**src/rtl/shift_pkg.sv**
```systemverilog
// ---------------------------------------------------------------------------
// Module   : shift_pkg
// Purpose  : Types shared by the shift register and the command sequencer
//            that drives it. funct_t is the function code on the
//            sequencer -> register interface.
// Revision : 1.0 - initial release
// ---------------------------------------------------------------------------
`default_nettype none

package shift_pkg;

  typedef enum logic [1:0] {
    NA    = 2'b00,
    LOAD  = 2'b01,
    LEFT  = 2'b10,
    RIGHT = 2'b11
  } funct_t;

endpackage

`default_nettype wire

```
**src/rtl/shift_sequencer.sv**
```systemverilog
// ---------------------------------------------------------------------------
// Module   : shift_sequencer
// Purpose  : Accepts "load-and-shift-N" commands over a valid/ready
//            handshake and replays each as one LOAD cycle followed by N
//            LEFT/RIGHT cycles on the shift-register interface, then a
//            one-cycle done pulse.
// Ports    : clk, rst            clock, asynchronous active-high reset
//            cmd_valid_i/ready_o command handshake (ready only in IDLE)
//            cmd_word_i          word to load
//            cmd_dir_i           0 = LEFT, 1 = RIGHT
//            cmd_count_i         shift cycles, clamped to WIDTH
//            cmd_fill_i          serial bit shifted in on each shift
//            abort_i             cancels a command in LOAD or SHIFT
//            funct_o/word_o/serial_o  drive the shift register
//            done_o              one-cycle completion pulse
// Revision : 1.0 - initial release
// ---------------------------------------------------------------------------
`default_nettype none

module shift_sequencer
  import shift_pkg::*;
#(
  parameter int WIDTH = 4,
  parameter int CNT_W = $clog2(WIDTH) + 1
) (
  input  logic             clk,
  input  logic             rst,
  input  logic             cmd_valid_i,
  output logic             cmd_ready_o,
  input  logic [WIDTH-1:0] cmd_word_i,
  input  logic             cmd_dir_i,
  input  logic [CNT_W-1:0] cmd_count_i,
  input  logic             cmd_fill_i,
  input  logic             abort_i,
  output funct_t           funct_o,
  output logic [WIDTH-1:0] word_o,
  output logic             serial_o,
  output logic             done_o
);

  localparam logic [CNT_W-1:0] MAX_CNT = CNT_W'(WIDTH);

  typedef enum logic [1:0] {
    S_IDLE  = 2'd0,
    S_LOAD  = 2'd1,
    S_SHIFT = 2'd2,
    S_DONE  = 2'd3
  } state_t;

  state_t             state_q, state_d;
  logic [WIDTH-1:0]   word_q,  word_d;
  logic               dir_q,   dir_d;
  logic               fill_q,  fill_d;
  logic [CNT_W-1:0]   cnt_q,   cnt_d;

  // State and latched command fields
  always_ff @(posedge clk or posedge rst) begin
    if (rst) begin
      state_q <= S_IDLE;
      word_q  <= '0;
      dir_q   <= 1'b0;
      fill_q  <= 1'b0;
      cnt_q   <= '0;
    end else begin
      state_q <= state_d;
      word_q  <= word_d;
      dir_q   <= dir_d;
      fill_q  <= fill_d;
      cnt_q   <= cnt_d;
    end
  end

  // Next-state logic
  always_comb begin
    state_d = state_q;
    word_d  = word_q;
    dir_d   = dir_q;
    fill_d  = fill_q;
    cnt_d   = cnt_q;
    unique case (state_q)
      S_IDLE: begin
        // Abort is deliberately not looked at here: a command arriving
        // together with abort is still taken.
        if (cmd_valid_i) begin
          word_d  = cmd_word_i;
          dir_d   = cmd_dir_i;
          fill_d  = cmd_fill_i;
          cnt_d   = (cmd_count_i > MAX_CNT) ? MAX_CNT : cmd_count_i;
          state_d = S_LOAD;
        end
      end
      S_LOAD: begin
        if (abort_i) begin
          state_d = S_IDLE;
        end else if (cnt_q != '0) begin
          state_d = S_SHIFT;
        end else begin
          state_d = S_DONE;
        end
      end
      S_SHIFT: begin
        if (abort_i) begin
          state_d = S_IDLE;
        end else begin
          // cnt_q holds the shifts still to perform including this one
          cnt_d = cnt_q - 1'b1;
          if (cnt_q == CNT_W'(1)) begin
            state_d = S_DONE;
          end
        end
      end
      S_DONE: begin
        state_d = S_IDLE;
      end
      default: begin
        state_d = S_IDLE;
      end
    endcase
  end

  // Moore outputs, decoded from registered state only
  always_comb begin
    cmd_ready_o = 1'b0;
    funct_o     = NA;
    serial_o    = 1'b0;
    done_o      = 1'b0;
    unique case (state_q)
      S_IDLE:  cmd_ready_o = 1'b1;
      S_LOAD:  funct_o     = LOAD;
      S_SHIFT: begin
        funct_o  = dir_q ? RIGHT : LEFT;
        serial_o = fill_q;
      end
      S_DONE:  done_o      = 1'b1;
      default: cmd_ready_o = 1'b0;
    endcase
  end

  assign word_o = word_q;

endmodule

`default_nettype wire
```
**config.mk**
```make
export PLATFORM = sky130hd
export DESIGN_NAME = shift_sequencer
export DESIGN_NICKNAME = d
export VERILOG_FILES = /design/src/rtl/shift_pkg.sv /design/src/rtl/shift_sequencer.sv
export SDC_FILE = /design/constraint.sdc
export NUM_CORES = 1
export LEC_CHECK = 0
export ABC_AREA = 1
export ABC_CLOCK_PERIOD_IN_PS = 2500
export BUFFER_PORTS_ARGS = -buffer_cell sky130_fd_sc_hd__buf_2
export CAP_MARGIN = 20
export CORE_MARGIN = 4
export CORE_UTILIZATION = 35
export CTS_BUF_LIST = sky130_fd_sc_hd__clkbuf_8
export CTS_CLUSTER_SIZE = 25
export DETAILED_ROUTE_END_ITERATION = 16
export PLACE_DENSITY = 0.66
export SKIP_LAST_GASP = 1
export SLEW_MARGIN = 20
export SYNTH_ARGS = -nofsm -noshare
export SYNTH_HDL_FRONTEND = slang
export SYNTH_SLANG_ARGS = --single-unit
export TNS_END_PERCENT = 1
```
**constraint.sdc**
```tcl
create_clock -name clk -period 2.5 [get_ports clk]
set_clock_uncertainty 0.15 [all_clocks]
set_input_delay 0.125 -clock clk [delete_from_list [all_inputs] [get_ports clk]]
set_output_delay 0.125 -clock clk [all_outputs]
set_load 0.02 [all_outputs]
```
; ---- Word level (Yosys, flattened, before mapping)
; Cells that the tools add are included.
[word_totals]
reg_bits = 11
in_bits = 13
wordCells = 35
[classes]
n_addsub = 1
magnitude_cmp = 1
n_eq_ne = 7
mux = 15
n_reduce_logical = 6
[ops]
columns = cell, n
row1 = 2-to-1 mux 3 bit, 3
row2 = 2-to-1 mux 2 bit, 4
row3 = case mux 2 bit (4 select lines), 1
row4 = case mux 3 bit (2 select lines), 1
row5 = 2-to-1 mux 1 bit, 5
row6 = "== test 2 bit, second input constant", 2
row7 = "!= test 2 bit, second input constant", 2
row8 = case mux 2 bit (2 select lines), 1
row9 = AND reduction 2 bit, 2
row10 = "== test 3 x 1 -> 1 bit, second input constant", 1
row11 = "greater-than comparator 3 bit, second input constant", 1
row12 = "!= test 3 bit, second input constant", 1
row13 = AND reduction 3 bit, 1
row14 = nonzero test 3 bit, 1
row15 = "subtractor 3 x 1 -> 3 bit, second input constant", 1
row16 = "== test 2 x 1 -> 1 bit, second input constant", 1
row17 = logical NOT 2 bit, 1
row18 = nonzero test 2 bit, 1

; ---- Depth between registers and ports, before layout
; Gate-level depths: netlist (run 1).
[depth]
depth_word = 4
depth_mapped = 9
mapped_depth_nobuf = 9

; ---- Least setup slack after synthesis (run 1)
; Ideal clock, no wire load.
[synth_timing]
path_type = register to output
start = register state_q[0]
end = output funct_o[0]
t_arrival_ps = 1461
required_ps = 2225
setup_slack_ps = 764
stages_incl_launch_ff = 5
cell_sequence = dfrtp_1 > inv_1 > ha_1 > nand2_1 > a21boi_0
[synth_via]
elab_chain_cells = 2
elab_cells_between_ends = 3
classes_between = 2 x eq/ne / 1 x mux
[synth_rtl]
columns = element, line
row1 = from (decl), shift_sequencer.sv:50  ; state_t state_q, state_d;
row2 = from (signal assigned), shift_sequencer.sv:65  ; state_q <= state_d;
row3 = == test 2 bit or == test 2 x 1 -> 1 bit (tied branches), shift_sequencer.sv:127  ; unique case (state_q)
row4 = case mux 2 bit (2 select lines) (*), shift_sequencer.sv:127
row5 = to (decl), shift_sequencer.sv:35  ; output funct_t funct_o,
; Every way passes the cells marked *; elsewhere a longest branch is shown, timed or not.

; ---- Worst setup path after layout (run 1)
; Same ends and word-level chain as after synthesis.

==> results.md, run 1 <==
- Status: finished clean
- Pre-Repair DR Iteration Count: 3
- Post-CTS Setup Bufs: 0
- R2R Path End: state_q[0]
- Initial antenna violation count: 0
- Fin crit share: between 70% and 80%
- Final Hold Viols: 0
- Crit path kind: reg -> out
- Post-synthesis cell type count: 12
- Post-synth top flop: dfrtp_1
- Buffers on Ports: 21
- Vias per inst: 4.21
- Comb pwr share: 54.9%
- Post-DP HPWL: ~1100 µm
- Vias: 602
- Global Route Usage Sum: 12.9%
- Die ar.: 2740 µm²
- GR Overflow Total: 0
- # IOs: 22
- Detail Route Antenna Nets: 0
- Register-to-Register Path Depth: 9
- Worst-Skew Late Latency: 0.24 ns
- Synth area leader: dfrtp_1
- Post-synth EDFFs: 0
- Max Fclk: between 0.5 and 0.6 GHz
- Final setup fails: 0
- Clock power frac: approximately 16%
- Root buffer cell: clkbuf_8
- Reg2reg start: state_q[0]
- Flop pwr share: 29.4%
- Hold path depth: 5
- CP required: 2.23 ns
- Hold Path Class: in -> reg
- Fillers: around 170
- Number of global-route vias before repair: 630
- Post-Syn Nets: 107
- Drt first-iter violations: 1
- R2r setup slk: 0.87 ns
- Synth area leaders: dfrtp_1, nand2_1, ha_1
- Final Max Tran Viols: 0
- Worst Hold Endpoint: cnt_q[0]
- Int Pwr: 618 µW
- Worst-Margin Slew: 0.395 ns
- Seq cells post-synth: 11
- Tmin final: 1.78 ns
- Layout cells sized above 1: 31.4%
- Cell Area, Synth: 689 µm²
- Nets: 140
- Post-cts sizing count: 0
- First-pass GRT wire length: ~2600 µm
- Fin Setup TNS: 0 ns
- Sw power: 496 µW
- CTS tree: done
- CTS Buf Count: 3
- Critical Path AT: 1.51 ns
- RSZ-0062 raised after global routing: false
- Cell row count: 15
- Switching part of the total: 44.5%
- Antenna cells: 0
- Dpl cells: around 130
- WL/cell: 10.2 µm
- DRC viols: 0
- Min-delay src: cmd_count_i[0]
- Register area share after synthesis: 39.9%
- Syn Area/Cell: 8.02 µm²
- Chip height: 52.4 µm
- Clock slew at the register clock pins of the worst setup and hold paths: 0.05 ns
- Crit-path max FO: 8
- Clk sink count: 11
- Initial Utilization: 38.3%
- Chip width: about 52 µm
- Routability cong.: 0.738
- Rel. slew slack: approximately three quarters
- Synthesis Warnings: 0
- Hold_buf cts: 7
- Crit start category: flip-flop
- Commonest cells in the synthesized netlist: nand2_1, inv_1, dfrtp_1
- Pin count of the biggest net entering global routing: 12
- Routed wire length: 1460 µm
- FFs w/ async S/R, synth: 100%
- Layout Cells excl Fill: 143
- H-Tree Depth: 1
- PwrDens: 1180 nW/µm²
- Clock tree buffer depth: 2
- Post-Synthesis Cells: 86
- MaxCap Viol Count: 0
- Share of the synthesized area in the top cell type: 39.9%
- CP endpoint kind: primary output
- Most frequent cell after synthesis: nand2_1
- Leak Pwr: 0.539 nW
- Core area: 1800 µm²
- Layout area overhead: 36.7%
- VDD IR max: 720 µV
## registers in the layout (all words and copies together), names as in the netlist
name	flops
word_o	4
cnt_q	3
state_q	2
fill_q	1
dir_q	1
## kinds of logic (layout without fill, tap and decap cells)
group / count (synthesis) / in the layout / share of synthesized area [%]
buffers and inverters: 17 / 49 / 9.26
AOI/OAI and AO/OA: 4 / 4 / 3.27
muxes: 6 / 6 / 9.80
and+or+nand+nor: 40 / 40 / 23.2
adders and majority gates: 8 / 8 / 14.5
DFF: 11 / 11 / 39.9
## final cells by class
cell class | instances | area [µm²] | area share [%]
well taps | 25 | 31.3 | 3.32
inverters | 17 | 63.8 | 6.77
repair buffers | 28 | 175 | 18.6
clock inverters | 1 | 5.00 | 0.531
flip-flops and latches | 11 | 275 | 29.2
clock buffers | 3 | 41.3 | 4.38
multi-input cells | 58 | 350 | 37.2
## worst max path at each step
stage	to	start	slack, ns	depth (start not counted)
6_report	funct_o[0]	state_q[0]	0.72	5
5_1_grt	funct_o[0]	state_q[0]	0.54	5
4_1_cts	funct_o[0]	state_q[0]	0.69	5
3_5_place_dp	word_o[2]	state_q[0]	0.85	4
3_3_place_gp	state_q[1]	state_q[0]	0.92	9
2_1_floorplan	funct_o[0]	state_q[0]	0.76	4
## placed cells by master (no fill, tap or decap), drive strengths merged
cell         instances
buf                 21
a21boi               1
clkinv               1
ha                   8
inv                 17
nand3                2
mux2                 6
clkbuf               3
dlygate4sd3          7
dfrtp               11
nor2                 6
nand2               32
o21ai                3
## layer usage
metal / track usage, % / part of all wire (%) / routed length, µm
met3: 1.71 / 5.8 / 84
met1: 15.2 / 44 / 646
met5: 0 / 0 / 0
met4: 6.38 / 2.3 / 34
met2: 22.5 / 48 / 694
## worst max-delay path, stage by stage, from the launching register on
cell and delay (ns):
dfrtp_1 0.41, inv_1 0.12, ha_1 0.33, nand2_1 0.08
a21boi_0 0.15, buf_2 0.19
## power by group through the flow
stage               logic [mW]  clock network, mW  registers, mW
floorplan                0.419                  0          0.360
CTS                      0.626              0.179          0.329
finish                   0.612              0.174          0.328
global placement         0.598                  0          0.324
global route             0.705              0.190          0.343
detailed placement       0.618                  0          0.330
## through the flow
stage	utilization (%)	cell area, µm²	power, mW	worst slack (ns)	hold slack (ns)
after detailed placement	45.8	826	0.947	0.854	-0.0260
after floorplan	-	689	0.779	0.764	-0.173
final	52.3	942	1.11	0.716	0.0517
after global placement	45.8	826	0.922	0.918	-0.0242
after global routing	52.3	942	1.24	0.540	0.0643
after CTS	52.3	942	1.13	0.695	0.0502
No activity file was read; power rests on OpenSTA's default activity.
==> inputs of run 2 (changes only) <==
ABC_CLOCK_PERIOD_IN_PS = 1500   (was 2500)
PLACE_DENSITY = 0.68   (was 0.66)
clock period = 1.5 ns   (was 2.5 ns; I/O delays follow)
==> run 2 against run 1 <==
Compared with the run above: the run now ends with hold timing left; hold slack got worse by 0.053 ns; non-clock buffer count rose by 6; sequential power rose by 63%; combinational power rose by 100%; power rose by 87%; die area did not move; largest power group unchanged.
==> results.md, run 2 (same netlist as run 1, synthesis figures left out) <==
- Clock slew at the register clock pins of the worst setup and hold paths: 0.05 ns (about the same)
- PwrDens: 2060 nW/µm² (was 1180 nW/µm²)
- Fillers: 172 (was 168)
- Vias per inst: 4.31 (was 4.21)
- H-Tree Depth: 1 (unchanged)
- CTS Buf Count: 3 (unchanged)
- Tmin final: 1.49 ns
- Initial antenna violation count: 0 (unchanged)
- Hold Path Class: in -> reg (unchanged)
- Worst hold slack: -0.00115 ns (was 0.0517 ns)
- Layout area overhead: 46.8% (was 36.7%)
- Crit start category: flip-flop (unchanged)
- Drt first-iter violations: 5 (was 1)
- Post-DP HPWL: 1120 µm (about the same)
- Int Pwr: 1.18 mW (was 618 µW)
- Crit-path max FO: 6 (was 8)
- Pre-Repair DR Iteration Count: 2 (was 3)
- Fin crit share: 99.0%
- Total power: 2.09 mW (was 1.11 mW)
- Routed wire length: 1450 µm (was 1460 µm)
- CTS tree: done (unchanged)
- Most common cell after layout, fill and taps aside: nand2_1 (unchanged)
- GR Overflow Total: 0 (unchanged)
- CP required: 1.27 ns (was 2.23 ns)
- Vias: 642 (was 602)
- Layout cells sized above 1: 39.5% (was 31.4%)
- Final Max Tran Viols: 0 (unchanged)
- Fin util: 56.2% (was 52.3%)
- Crit path kind: reg -> out (unchanged)
- Clock power frac: 14.1% (was 15.7%)
- Failing checks: hold timing
- Final setup fails: 0 (unchanged)
- Worst-Skew Late Latency: 0.24 ns (about the same)
- Die ar.: 2740 µm² (unchanged)
- Initial Utilization: 38.3% (unchanged)
- Max Fclk: about 0.67 GHz
- RSZ-0062 raised after global routing: true (was false)
- Root buffer cell: clkbuf_8 (unchanged)
- Sw power: 903 µW (was 496 µW)
- Number of global-route vias before repair: 625 (was 630)
- Flop pwr share: 25.7% (was 29.4%)
- Status: finished with violations (was finished clean)
- Detail Route Antenna Nets: 0 (unchanged)
- Routability cong.: 0.799 (was 0.738)
- Worst-Margin Slew: 0.397 ns (was 0.395 ns)
- MaxCap Viol Count: 0 (unchanged)
- Global Route Usage Sum: 12.5% (was 12.9%)
- Buffers on Ports: 21 (unchanged)
- Core area: 1800 µm² (unchanged)
- Clk sink count: 11 (unchanged)
- Cell row count: 15 (unchanged)
- CP endpoint kind: primary output (unchanged)
- Chip height: 52.4 µm (unchanged)
- WL/cell: 9.75 µm (was 10.2 µm)
- Switching part of the total: 43.3% (was 44.5%)
- Antenna cells: 0 (unchanged)
- Comb pwr share: 60.2% (was 54.9%)
- Pin count of the biggest net entering global routing: 12 (unchanged)
- Final Hold Viols: 1 (was 0)
- Leak Pwr: 0.570 nW (was 0.539 nW)
- # IOs: 22 (unchanged)
- Critical Path AT: 1.26 ns (was 1.51 ns)
- DRC viols: 0 (unchanged)
- Rel. slew slack: 73.5% (was 73.6%)
- Most frequent cells in the layout: nand2_1, buf_2, inv_1, dfrtp_1 (was nand2_1, buf_2, inv_1, dfrtp_1, ha_1)
- Largest register FFs: 4 (unchanged)
- Chip width: 52.4 µm (unchanged)
- VDD IR max: 1140 µV (was 720 µV)
- Nets: 146 (was 140)
- Clock tree buffer depth: 2 (unchanged)
- First-pass GRT wire length: 2540 µm (was 2580 µm)
[run 2: metal layers]
metal / share of wire (%) / up-vias / GRT usage (%)
li1: - / 331 / -
met1: 42 / 283 / 14.1
met2: 47 / 24 / 20.0
met3: 9.3 / 4 / 5.41
met4: 1.0 / 0 / 5.96
met5: 0 / - / 0
[run 2: per-stage QoR]
| step | setup slack [ns] | cell area [µm²] | std cells | setup TNS (ns) | hold WS [ns] |
|---|---|---|---|---|---|
| floorplan | -0.0707 | 692 | 86 | -0.424 | -0.223 |
| global placement | 0.0310 | 851 | 135 | 0 | -0.0772 |
| detailed placement | -0.0232 | 851 | 135 | -0.110 | -0.0716 |
| CTS | 0.00308 | 987 | 147 | 0 | 0.00446 |
| global route | -0.0652 | 1010 | 149 | -0.186 | 0.0287 |
| finish | 0.0144 | 1010 | 149 | 0 | -0.00115 |
[run 2: final timing paths]
check / slack (ns) / endpoint / startpoint / cells after the start
max: 0.01 / funct_o[0] / state_q[1] / 5
min: -0.001 / cnt_q[2] / cmd_count_i[2] / 5
max reg2reg: 0.07 / cnt_q[1] / state_q[1] / 8
min reg2reg: 0.33 / cnt_q[1] / cnt_q[1] / 2
max in group asynchronous: 0.70 / state_q[1] / rst / 3
min in group asynchronous: 0.21 / word_o[0] / rst / 3
[run 2: final cells by class]
class                           instances  area [µm²]  share of cell area (%)
Clock buffer                            3        41.3                    4.08
Sequential cell                        11         275                    27.2
Tap cell                               25        31.3                    3.09
Timing Repair Buffer                   34         226                    22.4
Inverter                               17        63.8                    6.30
Multi-Input combinational cell         58         369                    36.5
Clock inverter                          1        5.00                   0.494
[run 2: power groups by stage]
stage / Clock (mW) / Combinational, mW / Sequential, mW
final: 0.295 / 1.25 / 0.536
after global routing: 0.320 / 1.41 / 0.557
after CTS: 0.302 / 1.19 / 0.535
after detailed placement: 0 / 1.12 / 0.530
after global placement: 0 / 1.08 / 0.528
after floorplan: 0 / 0.707 / 0.600
[run 2: what timing repair did]
action,CTS,global route
resized for setup,5,3
hold endpoints to repair,17,0
pin swaps,0,1
hold buffers,7,0
setup endpoints to repair,8,12
buffers inserted,1,2
[run 2: worst max-delay path, stage by stage (launching register included)]
cell and delay [ns]:
dfrtp_1 0.37, buf_4 0.13, ha_4 0.15, nand2_1 0.07, a21boi_2 0.16, buf_6 0.13
